<file path="src/rtl/sc_loadclear_sequencer.sv">
// Turns debounced active-low clear/load button levels into one-cycle active-low
// strobes for the register, with clear priority and a wrapping load-strobe count.
// Optional load auto-repeat while held: LOADCLEAR_SEQUENCER_AUTOREPEAT_EN.
module sc_loadclear_sequencer #(
    parameter int unsigned HOLD_CYCLES   = 25000000,
    parameter int unsigned REPEAT_CYCLES = 5000000,
    parameter int unsigned CNT_WIDTH     = 25,
    parameter int unsigned COUNT_WIDTH   = 8
) (
    input  logic                   sc_loadclear_sequencer_CLOCK_50,
    input  logic                   sc_loadclear_sequencer_RESET_InHigh,
    input  logic                   sc_loadclear_sequencer_clear_InLow,
    input  logic                   sc_loadclear_sequencer_load_InLow,
    output logic                   sc_loadclear_sequencer_clear_OutLow,
    output logic                   sc_loadclear_sequencer_load_OutLow,
    output logic                   sc_loadclear_sequencer_busy_Out,
    output logic [COUNT_WIDTH-1:0] sc_loadclear_sequencer_count_OutBUS
);

`ifdef LOADCLEAR_SEQUENCER_AUTOREPEAT_EN
    typedef enum logic [2:0] {
        IDLE         = 3'd0,
        CLEAR_PULSE  = 3'd1,
        LOAD_PULSE   = 3'd2,
        RELEASE_WAIT = 3'd3,
        HOLD_WAIT    = 3'd4,
        REPEAT_PULSE = 3'd5,
        REPEAT_WAIT  = 3'd6
    } state_t;

    localparam logic [CNT_WIDTH-1:0] HOLD_LAST   = CNT_WIDTH'(HOLD_CYCLES - 1);
    localparam logic [CNT_WIDTH-1:0] REPEAT_LAST = CNT_WIDTH'(REPEAT_CYCLES - 1);
`else
    typedef enum logic [1:0] {
        IDLE         = 2'd0,
        CLEAR_PULSE  = 2'd1,
        LOAD_PULSE   = 2'd2,
        RELEASE_WAIT = 2'd3
    } state_t;

    // Timing parameters have no effect when auto-repeat is not built.
    localparam int unsigned unusedConfig = HOLD_CYCLES + REPEAT_CYCLES + CNT_WIDTH;
`endif

    logic   clk;
    logic   rst;
    logic   clearIn;
    logic   loadIn;
    logic   clearPrev;
    logic   loadPrev;
    logic   clearFall;
    logic   loadFall;
    state_t state;
    state_t nextState;
    logic   inLoadPulse;
    logic   clearNext;
    logic   loadNext;
    logic   busyNext;
    logic   clearOutReg;
    logic   loadOutReg;
    logic   busyReg;
    logic [COUNT_WIDTH-1:0] loadCount;

    assign clk     = sc_loadclear_sequencer_CLOCK_50;
    assign rst     = sc_loadclear_sequencer_RESET_InHigh;
    assign clearIn = sc_loadclear_sequencer_clear_InLow;
    assign loadIn  = sc_loadclear_sequencer_load_InLow;

    // Previous samples reset high so a button held through reset still strobes once.
    always_ff @(posedge clk or posedge rst) begin
        if (rst) begin
            clearPrev <= 1'b1;
            loadPrev  <= 1'b1;
        end else begin
            clearPrev <= clearIn;
            loadPrev  <= loadIn;
        end
    end

    assign clearFall = clearPrev & ~clearIn;
    assign loadFall  = loadPrev & ~loadIn;

`ifdef LOADCLEAR_SEQUENCER_AUTOREPEAT_EN
    logic [CNT_WIDTH-1:0] timer;

    // Timer runs only while staying in a wait state; any entry restarts it at zero.
    always_ff @(posedge clk or posedge rst) begin
        if (rst) begin
            timer <= '0;
        end else if ((state == HOLD_WAIT || state == REPEAT_WAIT) && nextState == state) begin
            timer <= timer + CNT_WIDTH'(1);
        end else begin
            timer <= '0;
        end
    end
`endif

    // Next-state logic; a clear fall preempts everything else.
    always_comb begin
        nextState = state;
        if (clearFall && state != CLEAR_PULSE) begin
            nextState = CLEAR_PULSE;
        end else begin
            case (state)
                IDLE: begin
                    if (loadFall) nextState = LOAD_PULSE;
                end
                CLEAR_PULSE: nextState = RELEASE_WAIT;
`ifdef LOADCLEAR_SEQUENCER_AUTOREPEAT_EN
                LOAD_PULSE: nextState = HOLD_WAIT;
`else
                LOAD_PULSE: nextState = RELEASE_WAIT;
`endif
                RELEASE_WAIT: begin
                    if (clearIn && loadIn) nextState = IDLE;
                end
`ifdef LOADCLEAR_SEQUENCER_AUTOREPEAT_EN
                HOLD_WAIT: begin
                    if (loadIn) nextState = IDLE;
                    else if (timer == HOLD_LAST) nextState = REPEAT_PULSE;
                end
                REPEAT_PULSE: nextState = REPEAT_WAIT;
                REPEAT_WAIT: begin
                    if (loadIn) nextState = IDLE;
                    else if (timer == REPEAT_LAST) nextState = REPEAT_PULSE;
                end
`endif
                default: nextState = IDLE;
            endcase
        end
    end

    // Output decode of the upcoming state, so the registered strobes align with it.
    always_comb begin
        inLoadPulse = 1'b0;
        clearNext   = (nextState != CLEAR_PULSE);
        busyNext    = (nextState != IDLE);
`ifdef LOADCLEAR_SEQUENCER_AUTOREPEAT_EN
        loadNext    = (nextState != LOAD_PULSE) && (nextState != REPEAT_PULSE);
        inLoadPulse = (state == LOAD_PULSE) || (state == REPEAT_PULSE);
`else
        loadNext    = (nextState != LOAD_PULSE);
        inLoadPulse = (state == LOAD_PULSE);
`endif
    end

    always_ff @(posedge clk or posedge rst) begin
        if (rst) begin
            state       <= IDLE;
            clearOutReg <= 1'b1;
            loadOutReg  <= 1'b1;
            busyReg     <= 1'b0;
        end else begin
            state       <= nextState;
            clearOutReg <= clearNext;
            loadOutReg  <= loadNext;
            busyReg     <= busyNext;
        end
    end

    // Count advances after each load strobe and is zeroed after a clear strobe.
    always_ff @(posedge clk or posedge rst) begin
        if (rst) begin
            loadCount <= '0;
        end else if (state == CLEAR_PULSE) begin
            loadCount <= '0;
        end else if (inLoadPulse) begin
            loadCount <= loadCount + COUNT_WIDTH'(1);
        end
    end

    assign sc_loadclear_sequencer_clear_OutLow = clearOutReg;
    assign sc_loadclear_sequencer_load_OutLow  = loadOutReg;
    assign sc_loadclear_sequencer_busy_Out     = busyReg;
    assign sc_loadclear_sequencer_count_OutBUS = loadCount;

endmodule

</file>
<file path="config.mk">
export PLATFORM = sky130hd
export DESIGN_NAME = sc_loadclear_sequencer
export DESIGN_NICKNAME = d
export VERILOG_FILES = /design/src/rtl/sc_loadclear_sequencer.sv
export SDC_FILE = /design/constraint.sdc
export NUM_CORES = 1
export LEC_CHECK = 0
export ABC_AREA = 1
export CAP_MARGIN = 20
export CORE_AREA = 2 2 39 41
export CTS_CLUSTER_DIAMETER = 50
export DETAILED_ROUTE_END_ITERATION = 8
export DIE_AREA = 0 0 41 43
export DONT_BUFFER_PORTS = 1
export PLACE_DENSITY = 0.67
export REMOVE_ABC_BUFFERS = 1
export SYNTH_ARGS = -nofsm -noshare
export SYNTH_HDL_FRONTEND = slang
export SYNTH_SLANG_ARGS = --single-unit
</file>
<file path="constraint.sdc">
create_clock -name sc_loadclear_sequencer_CLOCK_50 -period 1.59 [get_ports sc_loadclear_sequencer_CLOCK_50]
set_input_delay 0.477 -clock sc_loadclear_sequencer_CLOCK_50 [delete_from_list [all_inputs] [get_ports sc_loadclear_sequencer_CLOCK_50]]
set_output_delay 0.477 -clock sc_loadclear_sequencer_CLOCK_50 [all_outputs]
set_load 0.01 [all_outputs]
</file>
# Word level (Yosys, flattened, before mapping)
# Cells that the tools add are included.
[classes] n_addsub=1 n_eq_ne=6 n_mux=6 bitwise=4 reduce_logical=6
[ops] cell="$mux 8" count=2
[ops] cell="$add 8x1->8 const B" count=1
[ops] cell="$mux 2" count=3
[ops] cell="$pmux 2 s3" count=1
[ops] cell="$eq 2x2->1 const B" count=2
[ops] cell="$ne 2x1->1 const B" count=2
[ops] cell="$reduce_bool 2->1" count=2
[ops] cell="$and 1x1->1" count=2
[ops] cell="$eq 2x1->1 const B" count=1
[ops] cell="$logic_and 1x1->1" count=2
[ops] cell="$logic_not 2->1" count=1
[ops] cell="$ne 2x2->1 const B" count=1
[ops] cell="$not 1->1" count=2
[ops] cell="$reduce_or 2->1" count=1
[word_totals] regBits=15 input_bits=4 out_inout_bits=11 wordCells=30

# Longest topological paths before layout
# Gate-level depths: netlist of the first run.
[depth] depth_word=6 mapped_depth=9 ltp_nobuf=8

# Worst setup path after synthesis of the first run
# OpenSTA, ideal clock, no wires.
[synth_timing] path_kind="register -> register" from="reg state[0]" to="reg loadCount[7] (netlist: sc_loadclear_sequencer_count_OutBUS[7])" setup_time_ns=0.117 arrival_ns=1.186 required_ns=1.473 slack_ns=0.288 stages_incl_launch_ff=9 period_less_slack_ns=1.302 path_cell_list="dfrtp_1 > inv_1 > ha_1 > buf_6 > inv_2 > nor2_2 > nand3_1 > nor2_1 > nor2_1"
[synth_between] elab_chain_len=2 word_cells_on_any_way=4 classes_between="eq/ne: 2; mux: 1; reduce/logical: 1"
[synth_lines] element="start: declaration" line_no="53" rtl="state_t state;"
[synth_lines] element="start signal: assignment" line_no="154" rtl="state <= nextState;"
[synth_lines] element="$eq 2x1->1 or $eq 2x2->1 (tied branches)" line_no="165, 143"
[synth_lines] element="$mux 8 or $reduce_bool 2->1 (tied branches)"
[synth_lines] element="end signal: assignment" line_no="168" rtl="loadCount <= loadCount + COUNT_WIDTH'(1);"
[synth_lines] element="end: declaration" line_no="62" rtl="logic [COUNT_WIDTH-1:0] loadCount;"
# Parallel ways exist; a longest one is shown, timed or not.
# A chain may end at the register's enable or synchronous reset.

# Final worst setup path of the first run
[layout_timing] from="reg state[1]" to="reg loadCount[6] (netlist: sc_loadclear_sequencer_count_OutBUS[6])"
# The elaborated chain is that of the path after synthesis.

==> impl_metrics.json, run 1 <==
{
  "status": "complete, no violations",
  "core_area_sq_mm": 0.00138,
  "fp.dieH_um": 43,
  "dp.cells": 106,
  "drt_iter0_drc": 6,
  "ctsHoldBuffers": 0,
  "stdcell_count": 110,
  "synth_area_sq_um": 734,
  "final-hold-violation-count": 0,
  "ant_nets": 0,
  "busiest_layer": "met2",
  "num_antenna_cells": 0,
  "clk_pin_slew_worst_paths_ns": 0.09,
  "clock-sinks": 15,
  "wl_per_cell_um": 12.7,
  "max_freq_mhz": 717,
  "drive_above_1_share_pct": 13.8,
  "h-tree-depth": 1,
  "hold_path_class": "in -> async",
  "max-vdd-ir-drop_mv": 0.910,
  "maxSlewViolCount": 0,
  "crit_path_top_delay_cell": "dfrtp_1",
  "synth-edff-count": 0,
  "crit_top_cell": "nand2_1",
  "grtUsageMet2_pct": 32.2,
  "place_congestion": 0.723,
  "required_ns": 1.82,
  "std_cell_rows": 14,
  "critPathArrivalTime_ns": 1.63,
  "p_per_area_mw_per_mm2": 1980,
  "ys_top_cells_by_count": "nand2_1 (19), inv_1 (15), dfrtp_1 (11), nor2_1 (11), nand3_1 (10)",
  "grt_first_pass_wirelength_um": 2210,
  "drt_wl_total_um": 1390,
  "cts_tree": "done",
  "grt_util_met3_pct": 3.66,
  "grt_max_degree": 16,
  "hpwl_um": 1040,
  "io_buffer_count": 0,
  "finalNetCount": 103,
  "fin_skew_ns": 0.00543,
  "tns_ns": 0,
  "ys_async_sr_fraction_pct": 100,
  "path_max_fanout": 9,
  "crit_path_cell_trace": "inv_1 > ha_4 > nand3_1 > nor2_2 > nand2_1 > nand2_1 > nand2_1 > inv_1",
  "synth-seq-area-share_pct": 51.8,
  "grt_pass1_vias": 569,
  "max_slew_margin_pct": 63.3,
  "finalCritPeriodShare_pct": 87.7,
  "drc": 0,
  "finalCriticalPeriod_ns": 1.39,
  "synth-main-ff-cell": "dfrtp_1",
  "cts_max_path_buffers": 2,
  "die-area_sq_mm": 0.00176,
  "grt_overflow": 0,
  "crit_type": "reg -> reg",
  "firstDrtPassIters": 4,
  "insertion_delay_ns": 0.28,
  "end_kind": "flip-flop",
  "grtUsageMet1_pct": 19.1,
  "die_w_um": 41,
  "drv_cap": 0,
  "cts-root-buf": "clkbuf_4",
  "track_usage_pct": 19.1,
  "p_leak_nw": 0.426,
  "avgSynthCellArea_sq_um": 8.25,
  "io_pins": 15,
  "antenna_found_initial": 0,
  "slowest_delay_ns": 0.38,
  "rsz0062_at_grt": "no",
  "synthTopCellsByArea": "dfrtp_1 (37%), dfstp_2 (14%), nand2_1 (9.7%)",
  "yosys.cell_types.count": 15,
  "placed_area_sq_um": 758,
  "via_count": 575,
  "viasPerCell": 5.23,
  "yosysWarningCount": 0,
  "finish.instance_area_sq_um": 800,
  "start_util_pct": 53.1,
  "reg2reg_depth": 8,
  "syn_inst": 89,
  "area_delta_synth_final_pct": 8.86,
  "synth-seq-cells": 15,
  "worst_pin_slew_ns": 0.550,
  "cts_buffers": 3,
  "setup_violations": 0,
  "synth_top_area_share_pct": 37.5,
  "synth.most_common_cell": "nand2_1",
  "synth_area_leader_cell": "dfrtp_1",
  "start_kind": "flip-flop",
  "cts_setup_buffers": 0
}
cell type report:
type | instances | area, sq um
Sequential cell | 15 | 380
Inverter | 16 | 60.1
Timing Repair Buffer | 2 | 15.0
Tap cell | 16 | 20.0
Multi-Input combinational cell | 57 | 298
Clock buffer | 4 | 26.3
Fill cell | 130 | 584
cell usage in the layout, fill, tap and decap left out, drive strengths merged:
master  netlist  routed
buf           1       2
nor2         12      12
and2          1       1
nand2        19      19
dfstp         4       4
nand3        10      10
clkbuf        0       4
inv          16      16
nor3          3       3
dfrtp        11      11
ha            4       4
nand4         2       2
a21oi         5       5
o21ai         1       1
path summary, 6_finish.rpt:
| check | start | endpoint | slack [ns] |
|---|---|---|---|
| worst max-delay path | state[1] | sc_loadclear_sequencer_count_OutBUS[6] | 0.20 |
| worst min-delay path | sc_loadclear_sequencer_RESET_InHigh | sc_loadclear_sequencer_busy_Out | 0.11 |
| worst max register to register | state[1] | sc_loadclear_sequencer_count_OutBUS[6] | 0.20 |
| worst min register to register | sc_loadclear_sequencer_count_OutBUS[0] | sc_loadclear_sequencer_count_OutBUS[0] | 0.59 |
| max in group asynchronous | sc_loadclear_sequencer_RESET_InHigh | clearPrev | 1.10 |
| min in group sc_loadclear_sequencer_CLOCK_50 | sc_loadclear_sequencer_load_InLow | loadPrev | 0.19 |
timing repair:
action	4_1_cts	5_1_grt
resized for setup	0	3
endpoints found under the setup margin	0	3
endpoints found under the hold margin	0	0
state kept, by name, summed over array words and instances (netlist names):
name                                 cells
sc_loadclear_sequencer_busy_Out          1
sc_loadclear_sequencer_load_OutLow       1
clearPrev                                1
sc_loadclear_sequencer_clear_OutLow      1
loadPrev                                 1
sc_loadclear_sequencer_count_OutBUS      8
state                                    2
cells by family after synthesis:
| kind of cell | count (synthesis) | synth area share [%] |
|---|---|---|
| DFF | 15 | 51.8 |
| buffers and inverters | 17 | 9.71 |
| adders and majority gates | 4 | 6.81 |
| AOI/OAI and AO/OA | 6 | 4.09 |
| and+or+nand+nor | 47 | 27.6 |
per-stage QoR:
step                      utilization, %  hold WS, ns  setup slack [ns]  power [W]
final                               57.8        0.115             0.196    0.00159
after global placement              54.8        0.444             0.154    0.00129
after global routing                57.8        0.162            0.0759    0.00175
after CTS                           56.7        0.142            0.0531    0.00153
after floorplan                        -        0.376             0.154    0.00113
after detailed placement            54.8        0.452            0.0597    0.00132
critical path, delay by kind of cell, from the launching register on:
family,cells,cell delay [ns]
fa+ha+maj,1,0.33
buf+inv,2,0.15
flops,1,0.38
simple gates,5,0.49
metal layers:
| metal | up-vias | part of all wire, % |
|---|---|---|
| li1 | 288 | - |
| met1 | 272 | 41 |
| met2 | 11 | 53 |
| met3 | 4 | 4.0 |
| met4 | 0 | 2.5 |
| met5 | - | 0 |
power breakdown:
| group | total, W | internal [W] | switching [W] |
|---|---|---|---|
| sequential | 0.000640 | 0.000513 | 0.000127 |
| combinational | 0.000728 | 0.000296 | 0.000432 |
| clock | 0.000217 | 0.0000974 | 0.000120 |
No activity file was read; power rests on OpenSTA's default activity.
==> inputs of run 2 (changes only) <==
CTS_BUF_LIST = sky130_fd_sc_hd__clkbuf_2   (was unset)
GPL_TIMING_DRIVEN = 0   (was unset)
==> run 2 against run 1 <==
Net effect:
- power shrank 6.7%
- flip-flop and latch count is the same
- register-to-register slack lost 0.02 ns
- combinational power shrank 10%
- utilization shrank 1.4 points
- clock power shrank 19%
- cell count shrank 1.8%
- worst hold slack lost 0.0020 ns
- critical path depth shrank 1
- sequential power grew 2%
- via count shrank 7.3%
- largest power group unchanged
==> impl_metrics.json, run 2 (same netlist as run 1, synthesis figures left out) <==
{
  "grt_pass1_vias": 514,
  "setup_slack_ns": 0.180,
  "maxSlewViolCount": 0,
  "finalCritPeriodShare_pct": 88.7,
  "wl_per_cell_um": 10.9,
  "start_util_pct": 53.1,
  "drive_above_1_share_pct": 14.1,
  "final-hold-violation-count": 0,
  "largest_reg_flops": 8,
  "place_congestion": 0.719,
  "setup_violations": 0,
  "end_kind": "flip-flop",
  "stdcell_count": 108,
  "grt_max_degree": 16,
  "area_delta_synth_final_pct": 6.13,
  "via_count": 533,
  "insertion_delay_ns": 0.27,
  "final_cell_mix": "nand2_1 (19), inv_1 (15), nand3_1 (10), nor2_1 (10), dfrtp_1 (10)",
  "die_w_um": 41,
  "hpwl_um": 916,
  "drt_wl_total_um": 1180,
  "path_max_fanout": 11,
  "die-area_sq_mm": 0.00176,
  "clock-sinks": 15,
  "drc": 0,
  "critPathArrivalTime_ns": 1.60,
  "max_slew_margin_pct": 62.7,
  "clk_pin_slew_worst_paths_ns": 0.15,
  "ctsHoldBuffers": 0,
  "num_antenna_cells": 0,
  "ant_nets": 0,
  "fin_skew_ns": 0.00715,
  "io_buffer_count": 0,
  "io_pins": 15,
  "grt_first_pass_wirelength_um": 2040,
  "cts_setup_buffers": 0,
  "whs_ns": 0.113,
  "drv_cap": 0,
  "p_per_area_mw_per_mm2": 1900,
  "firstDrtPassIters": 2,
  "start_kind": "flip-flop",
  "max-vdd-ir-drop_mv": 1.24,
  "finalNetCount": 101,
  "track_usage_pct": 17.2,
  "postLayoutCoreUtil_pct": 56.3,
  "core_area_sq_mm": 0.00138,
  "fp.dieH_um": 43,
  "cts_tree": "done",
  "p_leak_nw": 0.417,
  "max_freq_mhz": 709,
  "worst_pin_slew_ns": 0.559,
  "cts_buffers": 3,
  "status": "complete, no violations",
  "antenna_found_initial": 0,
  "drt_iter0_drc": 2,
  "std_cell_rows": 14,
  "grt_overflow": 0,
  "tns_ns": 0,
  "required_ns": 1.78,
  "final_common_cell": "nand2_1",
  "h-tree-depth": 1,
  "dp.cells": 104,
  "cts-root-buf": "clkbuf_2",
  "viasPerCell": 4.94,
  "finalCriticalPeriod_ns": 1.41,
  "r2r_slack_ns": 0.18,
  "dp_slack_ns": -0.0619,
  "cts_max_path_buffers": 2,
  "crit_type": "reg -> reg",
  "hold_path_class": "in -> async"
}
-- run 2: through the flow --
stage	power (W)	cell area [sq um]
2_1_floorplan	0.00113	723
3_3_place_gp	0.00124	743
3_5_place_dp	0.00125	743
4_1_cts	0.00145	766
5_1_grt	0.00164	779
6_report	0.00148	779
-- run 2: power by group --
group          internal [W]  switching, W  total, W
sequential         0.000515      0.000135  0.000650
combinational      0.000254      0.000399  0.000653
clock             0.0000569      0.000118  0.000175
-- run 2: area by class of cell --
class	instances	area, sq um
clock buffers	3	15.0
clock inverters	1	5.00
fillers	135	604
inverters	16	60.1
multi-input cells	57	298
flip-flops and latches	15	382
well taps	16	20.0
-- run 2: what timing repair did --
| item | CTS | global route |
|---|---|---|
| gates resized for setup | 1 | 3 |
| cloned | 0 | 0 |
| pin swaps | 0 | 0 |
| endpoints found under the setup margin | 1 | 3 |
-- run 2: path summary, 6_finish.rpt --
path,from,endpoint,depth (start not counted)
setup / recovery,state[1],sc_loadclear_sequencer_count_OutBUS[6],7
hold / removal,sc_loadclear_sequencer_RESET_InHigh,sc_loadclear_sequencer_count_OutBUS[6],1
setup reg to reg,state[1],sc_loadclear_sequencer_count_OutBUS[6],7
hold reg to reg,sc_loadclear_sequencer_count_OutBUS[0],sc_loadclear_sequencer_count_OutBUS[0],1
max in group asynchronous,sc_loadclear_sequencer_RESET_InHigh,state[0],1
min in group sc_loadclear_sequencer_CLOCK_50,sc_loadclear_sequencer_load_InLow,loadPrev,0
-- run 2: worst max-delay path, stage by stage, from the launching register on --
cell and delay [ns]:
dfrtp_1 0.41, inv_1 0.10, ha_4 0.35, nand3_1 0.14
nor2_2 0.15, a21oi_1 0.08, nand2_1 0.06, inv_1 0.03
-- run 2: routing by layer --
layer  part of all wire [%]  global-route usage, %
met1                     45                   21.8
met3                    1.7                   3.66
met4                    1.0                   10.0
met5                      0                      0
met2                     52                   25.6
==> inputs of run 3 (changes only) <==
PLACE_DENSITY = 0.7   (was 0.67)
==> run 3 against run 2 <==
Net effect:
- cell count increased by 1.9%
- first-iteration DRC count increased to 5.0 times the previous value
- largest cell class unchanged
- utilization increased by 0.99 points
- worst hold slack got worse by 0.022 ns
- worst setup slack got worse by 0.025 ns
- combinational power increased by 9.2%
- clock power increased by 3%
- sequential power decreased by 2%
==> impl_metrics.json, run 3 (same netlist as run 1, synthesis figures left out) <==
{
  "status": "complete, no violations",
  "placed_area_sq_um": 743,
  "finalNetCount": 103,
  "stdcell_count": 110,
  "io_buffer_count": 0,
  "hpwl_um": 957,
  "final_cell_mix": "nand2_1 (19), inv_1 (15), dfrtp_1 (11), nand3_1 (10), nor2_1 (10)",
  "hold_path_class": "in -> async",
  "finalCriticalPeriod_ns": 1.44,
  "path_delay_family": "simple AND/OR/NAND/NOR gates",
  "drive_above_1_share_pct": 14.9,
  "crit_path_top_delay_cell": "dfrtp_1",
  "critPathArrivalTime_ns": 1.68,
  "cts_tree": "done",
  "p_per_area_mw_per_mm2": 1930,
  "p_int_w": 0.000856,
  "dp_slack_ns": -0.0708,
  "insertion_delay_ns": 0.29,
  "end_kind": "flip-flop",
  "antenna_found_initial": 0,
  "grt_overflow": 0,
  "p_leak_nw": 0.427,
  "netSwitchingPower_w": 0.000673,
  "final_common_cell": "nand2_1",
  "grt_pass1_vias": 532,
  "drc": 0,
  "track_usage_pct": 18.2,
  "clk_pin_slew_worst_paths_ns": 0.15,
  "worst_pin_slew_ns": 0.542,
  "firstDrtPassIters": 4,
  "max-vdd-ir-drop_mv": 0.966,
  "crit_path_cell_trace": "inv_1 > ha_4 > nand3_1 > nor2_2 > nand2_1 > nand2_1 > nand2_1 > inv_1",
  "seqPwrFrac_pct": 41.5,
  "grt_first_pass_wirelength_um": 2130,
  "pwr-share-clk_pct": 11.9,
  "std_cell_rows": 14,
  "wl_per_cell_um": 11.7,
  "die_w_um": 41,
  "fp.dieH_um": 43,
  "ctsHoldBuffers": 0,
  "drt_iter0_drc": 10,
  "drv_cap": 0,
  "viasPerCell": 5.35,
  "drt_wl_total_um": 1290,
  "grt_max_degree": 16,
  "crit_path_start": "state[1]",
  "h-tree-depth": 1,
  "final-hold-violation-count": 0,
  "cts-root-buf": "clkbuf_2",
  "rsz0062_at_grt": "no",
  "largest_reg_flops": 8,
  "max_slew_margin_pct": 63.9,
  "crit_top_cell": "nand2_1",
  "core_area_sq_mm": 0.00138,
  "switching_share_pct": 44.0,
  "setup_slack_ns": 0.155,
  "clock-sinks": 15,
  "start_kind": "flip-flop",
  "required_ns": 1.84,
  "die-area_sq_mm": 0.00176,
  "cts_buffers": 3,
  "io_pins": 15,
  "crit_type": "reg -> reg",
  "via_count": 589,
  "cp.buffers_inverters": 2,
  "dp.cells": 104,
  "start_util_pct": 53.1,
  "power_frac_comb_pct": 46.7,
  "fin_skew_ns": 0.00490,
  "cts_max_path_buffers": 2,
  "path_max_fanout": 11,
  "num_antenna_cells": 0,
  "ant_nets": 0,
  "finalCritPeriodShare_pct": 90.3,
  "slowest_delay_ns": 0.40,
  "r2r_start": "state[1]",
  "setup_violations": 0,
  "place_congestion": 0.735,
  "area_delta_synth_final_pct": 8.01,
  "maxSlewViolCount": 0,
  "max_freq_mhz": 697,
  "finish.instance_area_sq_um": 793,
  "whs_ns": 0.0908
}
run 3: cell count changes in the layout (fill, tap and decap cells not counted), sizes merged:
cell and delta:
buf +2
run 3: timing repair:
action,in CTS,in global routing
setup endpoints to repair,2,2
gates resized for setup,1,2
setup buffers,1,1
run 3: worst reg2reg max path: stages (launching register included):
cell and delay [ns]:
dfrtp_1 0.40, inv_1 0.10, ha_4 0.35, nand3_1 0.16, nor2_2 0.17, nand2_1 0.07, nand2_1 0.06, nand2_1 0.05
inv_1 0.05
run 3: path summary, 6_finish.rpt:
| check | to | slack, ns | depth (start not counted) |
|---|---|---|---|
| max in group asynchronous | clearPrev | 1.13 | 1 |
| setup / recovery | sc_loadclear_sequencer_count_OutBUS[6] | 0.15 | 8 |
| hold / removal | sc_loadclear_sequencer_count_OutBUS[6] | 0.09 | 1 |
| setup reg to reg | sc_loadclear_sequencer_count_OutBUS[6] | 0.15 | 8 |
| min in group sc_loadclear_sequencer_CLOCK_50 | loadPrev | 0.17 | 0 |
| hold reg to reg | sc_loadclear_sequencer_count_OutBUS[0] | 0.61 | 1 |
run 3: metal layers:
metal	GRT usage (%)	part of all wire [%]	wire, um	up-vias
li1	-	-	-	292
met1	20.8	42	543	278
met2	28.7	51	661	14
met3	3.66	3.8	49	5
met4	12.0	2.7	35	0
met5	0	0	0	-
run 3: layout make-up:
| type | instances | area (sq um) |
|---|---|---|
| Timing Repair Buffer | 2 | 15.0 |
| Multi-Input combinational cell | 57 | 298 |
| Inverter | 16 | 60.1 |
| Tap cell | 16 | 20.0 |
| Clock buffer | 3 | 15.0 |
| Clock inverter | 1 | 5.00 |
| Sequential cell | 15 | 380 |
| Fill cell | 127 | 591 |
run 3: stage by stage:
stage          power [W]  utilization [%]  setup TNS, ns
2_1_floorplan    0.00113                -              0
3_3_place_gp     0.00123             53.7        -0.0297
3_5_place_dp     0.00126             53.7        -0.0708
4_1_cts          0.00148             55.9              0
5_1_grt          0.00169             57.3              0
6_report         0.00153             57.3              0
run 3: power groups by stage:
stage | clock, W | combinational, W | sequential, W
floorplan | 0 | 0.000498 | 0.000630
global placement | 0 | 0.000580 | 0.000652
detailed placement | 0 | 0.000604 | 0.000659
CTS | 0.000188 | 0.000652 | 0.000639
global route | 0.000200 | 0.000832 | 0.000656
finish | 0.000181 | 0.000713 | 0.000634
